**config.mk**
```make
export PLATFORM = sky130hd
export DESIGN_NAME = id_ex_operand_stage_flat
export DESIGN_NICKNAME = d
export VERILOG_FILES = /design/src/rtl/id_ex_operand_stage_pkg.sv /design/src/rtl/id_ex_operand_stage_if.sv /design/src/rtl/id_ex_operand_stage_fwd_mux.sv /design/src/rtl/id_ex_operand_stage.sv /design/src/flat_wrapper.sv
export SDC_FILE = /design/constraint.sdc
export NUM_CORES = 1
export LEC_CHECK = 0
export ABC_AREA = 1
export CELL_PAD_IN_SITES_DETAIL_PLACEMENT = 0
export CELL_PAD_IN_SITES_GLOBAL_PLACEMENT = 1
export CORE_ASPECT_RATIO = 1.1
export CORE_MARGIN = 4
export CORE_UTILIZATION = 40
export CTS_CLUSTER_DIAMETER = 40
export DETAILED_ROUTE_END_ITERATION = 8
export DONT_BUFFER_PORTS = 1
export PLACE_DENSITY = 0.73
export SLEW_MARGIN = 40
export SYNTH_ARGS = -nofsm -noshare
export SYNTH_HDL_FRONTEND = slang
export SYNTH_SLANG_ARGS = --single-unit
```
**constraint.sdc**
```tcl
create_clock -name iClk -period 2 [get_ports iClk]
set_clock_uncertainty 0.1 [all_clocks]
set_input_delay 0.2 -clock iClk [delete_from_list [all_inputs] [get_ports iClk]]
set_output_delay 0.2 -clock iClk [all_outputs]
set_load 0.02 [all_outputs]
```
**src/rtl/id_ex_operand_stage_pkg.sv**
```systemverilog
// id_ex_operand_stage_pkg: datapath widths and ALU/branch opcodes shared with the ALU and decoder
package id_ex_operand_stage_pkg;
    localparam int XLEN   = 32;
    localparam int REG_AW = 5;

    localparam logic [3:0] ALU_ADD  = 4'b0000;
    localparam logic [3:0] ALU_SLL  = 4'b0001;
    localparam logic [3:0] ALU_SLT  = 4'b0010;
    localparam logic [3:0] ALU_SLTU = 4'b0011;
    localparam logic [3:0] ALU_XOR  = 4'b0100;
    localparam logic [3:0] ALU_SRL  = 4'b0101;
    localparam logic [3:0] ALU_OR   = 4'b0110;
    localparam logic [3:0] ALU_AND  = 4'b0111;
    localparam logic [3:0] ALU_SUB  = 4'b1000;
    localparam logic [3:0] ALU_SRA  = 4'b1101;

    localparam logic [3:0] BR_BEQ  = 4'b1000;
    localparam logic [3:0] BR_BNE  = 4'b1001;
    localparam logic [3:0] BR_BLT  = 4'b1100;
    localparam logic [3:0] BR_BGE  = 4'b1101;
    localparam logic [3:0] BR_BLTU = 4'b1110;
    localparam logic [3:0] BR_BGEU = 4'b1111;
endpackage

```
**src/rtl/id_ex_operand_stage_if.sv**
```systemverilog
// id_ex_operand_stage_if: decode-side capture bus and ALU-side handshake of the ID/EX stage
interface id_ex_operand_stage_if
    import id_ex_operand_stage_pkg::*;
#(
    parameter int CNT_W = 16
);
    logic              iFlush, iValid, oReady;
    logic [REG_AW-1:0] iRs1Addr, iRs2Addr, iRdAddr;
    logic [XLEN-1:0]   iRs1Data, iRs2Data, iImm, iPc;
    logic [3:0]        iAluOp;
    logic              iUseImm, iUsePcA, iRegWrite, iIsBranch;
    logic              iExFwdValid, iMemFwdValid;
    logic [REG_AW-1:0] iExFwdAddr, iMemFwdAddr;
    logic [XLEN-1:0]   iExFwdData, iMemFwdData;
    logic              iLoadPend;
    logic [REG_AW-1:0] iLoadPendRd;
    logic              oValid, iReady;
    logic [XLEN-1:0]   oDataA, oDataB, oStoreData, oPc;
    logic [3:0]        oAluOp;
    logic [REG_AW-1:0] oRdAddr;
    logic              oRegWrite, oIsBranch;
    logic [CNT_W-1:0]  oStallCnt;

    modport master (
        output iFlush, iValid, iRs1Addr, iRs2Addr, iRs1Data, iRs2Data, iImm, iPc, iAluOp,
               iUseImm, iUsePcA, iRdAddr, iRegWrite, iIsBranch, iExFwdValid, iExFwdAddr,
               iExFwdData, iMemFwdValid, iMemFwdAddr, iMemFwdData, iLoadPend, iLoadPendRd, iReady,
        input  oReady, oValid, oDataA, oDataB, oAluOp, oStoreData, oPc, oRdAddr, oRegWrite,
               oIsBranch, oStallCnt
    );

    modport slave (
        input  iFlush, iValid, iRs1Addr, iRs2Addr, iRs1Data, iRs2Data, iImm, iPc, iAluOp,
               iUseImm, iUsePcA, iRdAddr, iRegWrite, iIsBranch, iExFwdValid, iExFwdAddr,
               iExFwdData, iMemFwdValid, iMemFwdAddr, iMemFwdData, iLoadPend, iLoadPendRd, iReady,
        output oReady, oValid, oDataA, oDataB, oAluOp, oStoreData, oPc, oRdAddr, oRegWrite,
               oIsBranch, oStallCnt
    );
endinterface

```
**src/rtl/id_ex_operand_stage_fwd_mux.sv**
```systemverilog
// fwd_mux: resolves one source register through EX/MEM then MEM/WB forwarding; x0 reads as zero
module fwd_mux
    import id_ex_operand_stage_pkg::*;
(
    input  logic [REG_AW-1:0] rsAddr,
    input  logic [XLEN-1:0]   rsData,
    input  logic              exValid,
    input  logic [REG_AW-1:0] exAddr,
    input  logic [XLEN-1:0]   exData,
    input  logic              memValid,
    input  logic [REG_AW-1:0] memAddr,
    input  logic [XLEN-1:0]   memData,
    output logic [XLEN-1:0]   fwdData
);
    assign fwdData = (rsAddr == '0) ? '0 :
                     (exValid && exAddr == rsAddr) ? exData :
                     (memValid && memAddr == rsAddr) ? memData : rsData;
endmodule

```
**src/rtl/id_ex_operand_stage.sv**
```systemverilog
// id_ex_operand_stage: ID/EX pipeline register with operand forwarding/select,
// valid/ready handshake, load-use blocking and a saturating stall counter
module id_ex_operand_stage
    import id_ex_operand_stage_pkg::*;
#(
    parameter int CNT_W = 16
) (
    input logic iClk,
    input logic iRstN,
    id_ex_operand_stage_if.slave bus
);
    logic            hazard, accept;
    logic [XLEN-1:0] fwdRs1, fwdRs2;

    assign hazard = bus.iLoadPend && bus.iLoadPendRd != '0 &&
                    (bus.iLoadPendRd == bus.iRs1Addr || bus.iLoadPendRd == bus.iRs2Addr);
    // gated by iRstN so decode never sees a handshake while the stage is held in reset
    assign bus.oReady = iRstN && (!bus.oValid || bus.iReady) && !hazard;
    assign accept = bus.iValid && bus.oReady;

    fwd_mux fwdRs1Mux (
        .rsAddr(bus.iRs1Addr), .rsData(bus.iRs1Data),
        .exValid(bus.iExFwdValid), .exAddr(bus.iExFwdAddr), .exData(bus.iExFwdData),
        .memValid(bus.iMemFwdValid), .memAddr(bus.iMemFwdAddr), .memData(bus.iMemFwdData),
        .fwdData(fwdRs1)
    );

    fwd_mux fwdRs2Mux (
        .rsAddr(bus.iRs2Addr), .rsData(bus.iRs2Data),
        .exValid(bus.iExFwdValid), .exAddr(bus.iExFwdAddr), .exData(bus.iExFwdData),
        .memValid(bus.iMemFwdValid), .memAddr(bus.iMemFwdAddr), .memData(bus.iMemFwdData),
        .fwdData(fwdRs2)
    );

    always_ff @(posedge iClk or negedge iRstN) begin
        if (!iRstN) begin
            bus.oValid     <= 1'b0;
            bus.oDataA     <= '0;
            bus.oDataB     <= '0;
            bus.oStoreData <= '0;
            bus.oPc        <= '0;
            bus.oAluOp     <= '0;
            bus.oRdAddr    <= '0;
            bus.oRegWrite  <= 1'b0;
            bus.oIsBranch  <= 1'b0;
            bus.oStallCnt  <= '0;
        end else begin
            bus.oValid <= !bus.iFlush && (accept || (bus.oValid && !bus.iReady));
            if (accept) begin
                bus.oDataA     <= bus.iUsePcA ? bus.iPc : fwdRs1;
                bus.oDataB     <= bus.iUseImm ? bus.iImm : fwdRs2;
                bus.oStoreData <= fwdRs2;
                bus.oPc        <= bus.iPc;
                bus.oAluOp     <= bus.iAluOp;
                bus.oRdAddr    <= bus.iRdAddr;
                bus.oRegWrite  <= bus.iRegWrite;
                bus.oIsBranch  <= bus.iIsBranch;
            end
            if (bus.iValid && hazard && !bus.iFlush && bus.oStallCnt != '1)
                bus.oStallCnt <= bus.oStallCnt + CNT_W'(1);
        end
    end
endmodule

```
**src/flat_wrapper.sv**
```systemverilog
// flat-port wrapper written by rule: the top's interface ports become plain ports
module id_ex_operand_stage_flat import id_ex_operand_stage_pkg::*;
#(
    parameter int CNT_W = 16
)
  (iClk, iRstN, bus_iFlush, bus_iValid, bus_iRs1Addr, bus_iRs2Addr, bus_iRs1Data, bus_iRs2Data, bus_iImm, bus_iPc, bus_iAluOp, bus_iUseImm, bus_iUsePcA, bus_iRdAddr, bus_iRegWrite, bus_iIsBranch, bus_iExFwdValid, bus_iExFwdAddr, bus_iExFwdData, bus_iMemFwdValid, bus_iMemFwdAddr, bus_iMemFwdData, bus_iLoadPend, bus_iLoadPendRd, bus_iReady, bus_oReady, bus_oValid, bus_oDataA, bus_oDataB, bus_oAluOp, bus_oStoreData, bus_oPc, bus_oRdAddr, bus_oRegWrite, bus_oIsBranch, bus_oStallCnt);
  id_ex_operand_stage_if #(.CNT_W(CNT_W)) bus_i ();
  input logic iClk;
  input logic iRstN;
  input wire logic [$bits(bus_i.iFlush)-1:0] bus_iFlush;
  input wire logic [$bits(bus_i.iValid)-1:0] bus_iValid;
  input wire logic [$bits(bus_i.iRs1Addr)-1:0] bus_iRs1Addr;
  input wire logic [$bits(bus_i.iRs2Addr)-1:0] bus_iRs2Addr;
  input wire logic [$bits(bus_i.iRs1Data)-1:0] bus_iRs1Data;
  input wire logic [$bits(bus_i.iRs2Data)-1:0] bus_iRs2Data;
  input wire logic [$bits(bus_i.iImm)-1:0] bus_iImm;
  input wire logic [$bits(bus_i.iPc)-1:0] bus_iPc;
  input wire logic [$bits(bus_i.iAluOp)-1:0] bus_iAluOp;
  input wire logic [$bits(bus_i.iUseImm)-1:0] bus_iUseImm;
  input wire logic [$bits(bus_i.iUsePcA)-1:0] bus_iUsePcA;
  input wire logic [$bits(bus_i.iRdAddr)-1:0] bus_iRdAddr;
  input wire logic [$bits(bus_i.iRegWrite)-1:0] bus_iRegWrite;
  input wire logic [$bits(bus_i.iIsBranch)-1:0] bus_iIsBranch;
  input wire logic [$bits(bus_i.iExFwdValid)-1:0] bus_iExFwdValid;
  input wire logic [$bits(bus_i.iExFwdAddr)-1:0] bus_iExFwdAddr;
  input wire logic [$bits(bus_i.iExFwdData)-1:0] bus_iExFwdData;
  input wire logic [$bits(bus_i.iMemFwdValid)-1:0] bus_iMemFwdValid;
  input wire logic [$bits(bus_i.iMemFwdAddr)-1:0] bus_iMemFwdAddr;
  input wire logic [$bits(bus_i.iMemFwdData)-1:0] bus_iMemFwdData;
  input wire logic [$bits(bus_i.iLoadPend)-1:0] bus_iLoadPend;
  input wire logic [$bits(bus_i.iLoadPendRd)-1:0] bus_iLoadPendRd;
  input wire logic [$bits(bus_i.iReady)-1:0] bus_iReady;
  output wire logic [$bits(bus_i.oReady)-1:0] bus_oReady;
  output wire logic [$bits(bus_i.oValid)-1:0] bus_oValid;
  output wire logic [$bits(bus_i.oDataA)-1:0] bus_oDataA;
  output wire logic [$bits(bus_i.oDataB)-1:0] bus_oDataB;
  output wire logic [$bits(bus_i.oAluOp)-1:0] bus_oAluOp;
  output wire logic [$bits(bus_i.oStoreData)-1:0] bus_oStoreData;
  output wire logic [$bits(bus_i.oPc)-1:0] bus_oPc;
  output wire logic [$bits(bus_i.oRdAddr)-1:0] bus_oRdAddr;
  output wire logic [$bits(bus_i.oRegWrite)-1:0] bus_oRegWrite;
  output wire logic [$bits(bus_i.oIsBranch)-1:0] bus_oIsBranch;
  output wire logic [$bits(bus_i.oStallCnt)-1:0] bus_oStallCnt;
  assign bus_i.iFlush = bus_iFlush;
  assign bus_i.iValid = bus_iValid;
  assign bus_i.iRs1Addr = bus_iRs1Addr;
  assign bus_i.iRs2Addr = bus_iRs2Addr;
  assign bus_i.iRs1Data = bus_iRs1Data;
  assign bus_i.iRs2Data = bus_iRs2Data;
  assign bus_i.iImm = bus_iImm;
  assign bus_i.iPc = bus_iPc;
  assign bus_i.iAluOp = bus_iAluOp;
  assign bus_i.iUseImm = bus_iUseImm;
  assign bus_i.iUsePcA = bus_iUsePcA;
  assign bus_i.iRdAddr = bus_iRdAddr;
  assign bus_i.iRegWrite = bus_iRegWrite;
  assign bus_i.iIsBranch = bus_iIsBranch;
  assign bus_i.iExFwdValid = bus_iExFwdValid;
  assign bus_i.iExFwdAddr = bus_iExFwdAddr;
  assign bus_i.iExFwdData = bus_iExFwdData;
  assign bus_i.iMemFwdValid = bus_iMemFwdValid;
  assign bus_i.iMemFwdAddr = bus_iMemFwdAddr;
  assign bus_i.iMemFwdData = bus_iMemFwdData;
  assign bus_i.iLoadPend = bus_iLoadPend;
  assign bus_i.iLoadPendRd = bus_iLoadPendRd;
  assign bus_i.iReady = bus_iReady;
  assign bus_oReady = bus_i.oReady;
  assign bus_oValid = bus_i.oValid;
  assign bus_oDataA = bus_i.oDataA;
  assign bus_oDataB = bus_i.oDataB;
  assign bus_oAluOp = bus_i.oAluOp;
  assign bus_oStoreData = bus_i.oStoreData;
  assign bus_oPc = bus_i.oPc;
  assign bus_oRdAddr = bus_i.oRdAddr;
  assign bus_oRegWrite = bus_i.oRegWrite;
  assign bus_oIsBranch = bus_i.oIsBranch;
  assign bus_oStallCnt = bus_i.oStallCnt;
  id_ex_operand_stage #(.CNT_W(CNT_W)) u_core (.iClk(iClk), .iRstN(iRstN), .bus(bus_i));
endmodule
```
==> impl_metrics.csv <==
group,metric,value,unit
status,status,"finished, violations left",
status,violations,"hold timing",
synth,ys_seq_area_share,39.2,%
routing,wl_met2,19300,um
power,ir_drop,0.409,mV
final_layout,filler_cell_count,2542,
setup_path,crit_path_end_kind,"flip-flop",
timing,worstMarginPinSlew,579,ps
placed_design,post_dp_cell_area,10300,um2
clocking,clk_pin_slew,70,ps
routing,via_per_inst,4.98,
synth,yosysUniqueCellTypes,29,
global_route,grt-ovfl-total,0,
timing,hold_ws,-630,ps
final_layout,syn2layout_area_growth,23.7,%
clocking,cts_tree,"built",
floorplan,die_h,173,um
floorplan,die_x,158,um
timing,rsz0062_at_grt,"true",
global_route,grt_pass1_wl,56800,um
synth,ys_top_cells_by_count,"nand2_1 (688), inv_1 (196), nor2_1 (176), dfrtp_1 (156), nand3_1 (107)",
timing,setup_viol,0,
final_layout,fin_nets,1930,
synth,syn_inst,1577,
setup_path,crit_arrival,2140,ps
timing,hold_viol_final,156,
floorplan,rows,60,
final_layout,final_util,50.3,%
floorplan,core,24500,um2
floorplan,dieArea,27500,um2
floorplan,start_util,40.7,%
setup_path,critPathLaunchType,"flip-flop",
routing,num_vias,10026,
routing,drc,0,
setup_path,crit_fanout,6,
setup_path,r2r_setup_slack,70,ps
placed_design,hpwlAfterDp,28100,um
clocking,cts_buffer_depth,2,
flow_run,maxCapViolCount,0,
routing,m1WireLength,13900,um
timing,slew_headroom,61.4,%
clocking,cts_made_buffers,17,
final_layout,drive_gt1_share,7.63,%
routing,ant_nets,0,
clocking,ctsHoldBuffers,130,
final_layout,fin_area,12300,um2
routing,first_iter_violations,746,
synth,ys.flop_type,"dfrtp_1",
clocking,htreeDepth,4,
power,leakagePower,7.08,nW
routing,dr.pass1.iters,5,
placed_design,gp_congestion,0.891,
timing,fmax,0.518,GHz
final_layout,regArea,3900,um2
power,p_total,9.71,mW
clocking,clock_latency,420,ps
synth,synth_warnings,0,
timing,finalCriticalPeriod,1930,ps
routing,top_layer,"met4",
synth,netlist_area,9950,um2
floorplan,ioPinCount,395,
synth,syn_area_per_cell,6.31,um2
synth,synth-seq-cells,156,
global_route,grt_pass1_vias,9831,
clocking,cts_sinks,156,
routing,routed_wirelength,38200,um
placed_design,numPortBuffers,0,
power,pwr_density_cell,789,nW/um2
timing,slew_viol_final,0,
synth,synth.largest_area_cell,"dfrtp_1",
global_route,grt_max_degree,158,
synth,synth_top_area_share,39.2,%
setup_path,required,2210,ps
placed_design,post-place-ws,171,ps
setup_path,worst-setup-path-type,"reg -> reg",
routing,drt-wirelength-per-cell,18.9,um
global_route,grt_usage,26.8,%
synth,syn-num-nets,1816,
global_route,antenna_found_initial,1,
final_layout,multi_input_area,4870,um2
synth,synth.area.top_cells,"dfrtp_1 (39%), nand2_1 (26%), inv_1 (7.4%), nor2_1 (6.6%), nand3_1 (5.4%)",
routing,wl_met3,3970,um
synth,async_flop_share,100,%
timing,finalCritPeriodShare,96.5,%
clocking,root_buffer,"clkbuf_16",
timing,fin_ws,70.1,ps
synth,synth_edf_count,0,
min_path,hp-class,"in -> async",
synth,synth_most_common_cell,"nand2_1",
sequential cells by signal, indices dropped and copies added (netlist names):
name and count:
u_core.bus.oDataA 32, u_core.bus.oDataB 32, u_core.bus.oPc 32, u_core.bus.oStoreData 32, u_core.bus.oStallCnt 16, u_core.bus.oRdAddr 5, u_core.bus.oAluOp 4, u_core.bus.oIsBranch 1
u_core.bus.oRegWrite 1, u_core.bus.oValid 1
metrics by stage:
| step | TNS (ps) | hold WS, ps | instances |
|---|---|---|---|
| 6_report | 0 | -630 | 2015 |
| 5_1_grt | -315 | -666 | 2014 |
| 4_1_cts | 0 | -653 | 2010 |
| 3_5_place_dp | 0 | -191 | 1849 |
| 3_3_place_gp | 0 | -192 | 1849 |
| 2_1_floorplan | 0 | -196 | 1577 |
power by group:
group / switching [mW] / internal [mW] / total (mW)
combinational: 0.968 / 0.707 / 1.67
sequential: 1.05 / 3.64 / 4.69
clock: 1.44 / 1.90 / 3.35
routing by layer:
layer	global-route usage (%)	up-vias
met3	11.4	48
met4	8.18	0
met2	46.9	374
met5	0	-
met1	29.2	4615
li1	-	4989
worst max-delay path, cell delays in order, from the launching register on:
cell	delay [ps]
dfrtp_1	390
ha_4	170
nand3_4	80
nor2_4	130
nand2_2	70
nor3_2	110
nand3b_1	300
clkinvlp_4	290
nand2_1	120
nand2_1	50
cell type report:
cell class,count,share of cell area [%]
clock buffers,18,3.57
well taps,310,3.15
repair inverters,1,0.0610
flip-flops and latches,156,31.7
multi-input cells,1135,39.6
clock inverters,13,1.22
diodes,2,0.0407
inverters,203,6.22
repair buffers,177,14.4
layout by cell type (no fill, tap or decap), types with 7 or more instances in the layout:
cell type      netlist  layout
buf_12               0      10
dfrtp_1            156     156
o21ai_0             38      38
a21oi_2             10      10
xnor2_1             10      10
nand4_1             35      35
nand2_1            688     682
nand3_1            107     106
xor2_1               8       8
inv_2                7       7
dlygate4sd3_1        0     128
o21ai_1              8       8
buf_4               20      38
a21oi_1             24      24
nor2_1             176     173
clkbuf_16            0      17
inv_1              196     195
inv_6                0       7
nand2_2              1       7
nor2_2              13      15
cells by family (layout without fill, tap and decap cells):
logic type      after synthesis  after routing  synth area share, %
compound gates               83             83                 4.64
xor+xnor                     18             18                 1.58
fa+ha+maj                     1              1                0.126
buf+inv                     286            412                 12.4
flops                       156            156                 39.2
other cells                   0              2                    0
simple gates               1033           1033                 42.0
worst paths after layout:
path,from,end,cells after the start
worst max-delay path,u_core.bus.oStallCnt[1]$_DFFE_PN0P_,u_core.bus.oStallCnt[1]$_DFFE_PN0P_,9
max in group asynchronous,iRstN,u_core.bus.oStoreData[21]$_DFFE_PN0P_,0
worst min register to register,u_core.bus.oStallCnt[10]$_DFFE_PN0P_,u_core.bus.oStallCnt[10]$_DFFE_PN0P_,2
min in group iClk,bus_iRs2Data[1],u_core.bus.oStoreData[1]$_DFFE_PN0P_,6
worst max register to register,u_core.bus.oStallCnt[1]$_DFFE_PN0P_,u_core.bus.oStallCnt[1]$_DFFE_PN0P_,9
worst min-delay path,iRstN,u_core.bus.oDataA[11]$_DFFE_PN0P_,0
what timing repair did:
action | in CTS | in global routing
buffers inserted | 0 | 2
gates resized for setup | 0 | 16
endpoints found under the setup margin | 0 | 12
endpoints found under the hold margin | 295 | 156
Note: power is estimated with default switching activity, not from simulation.
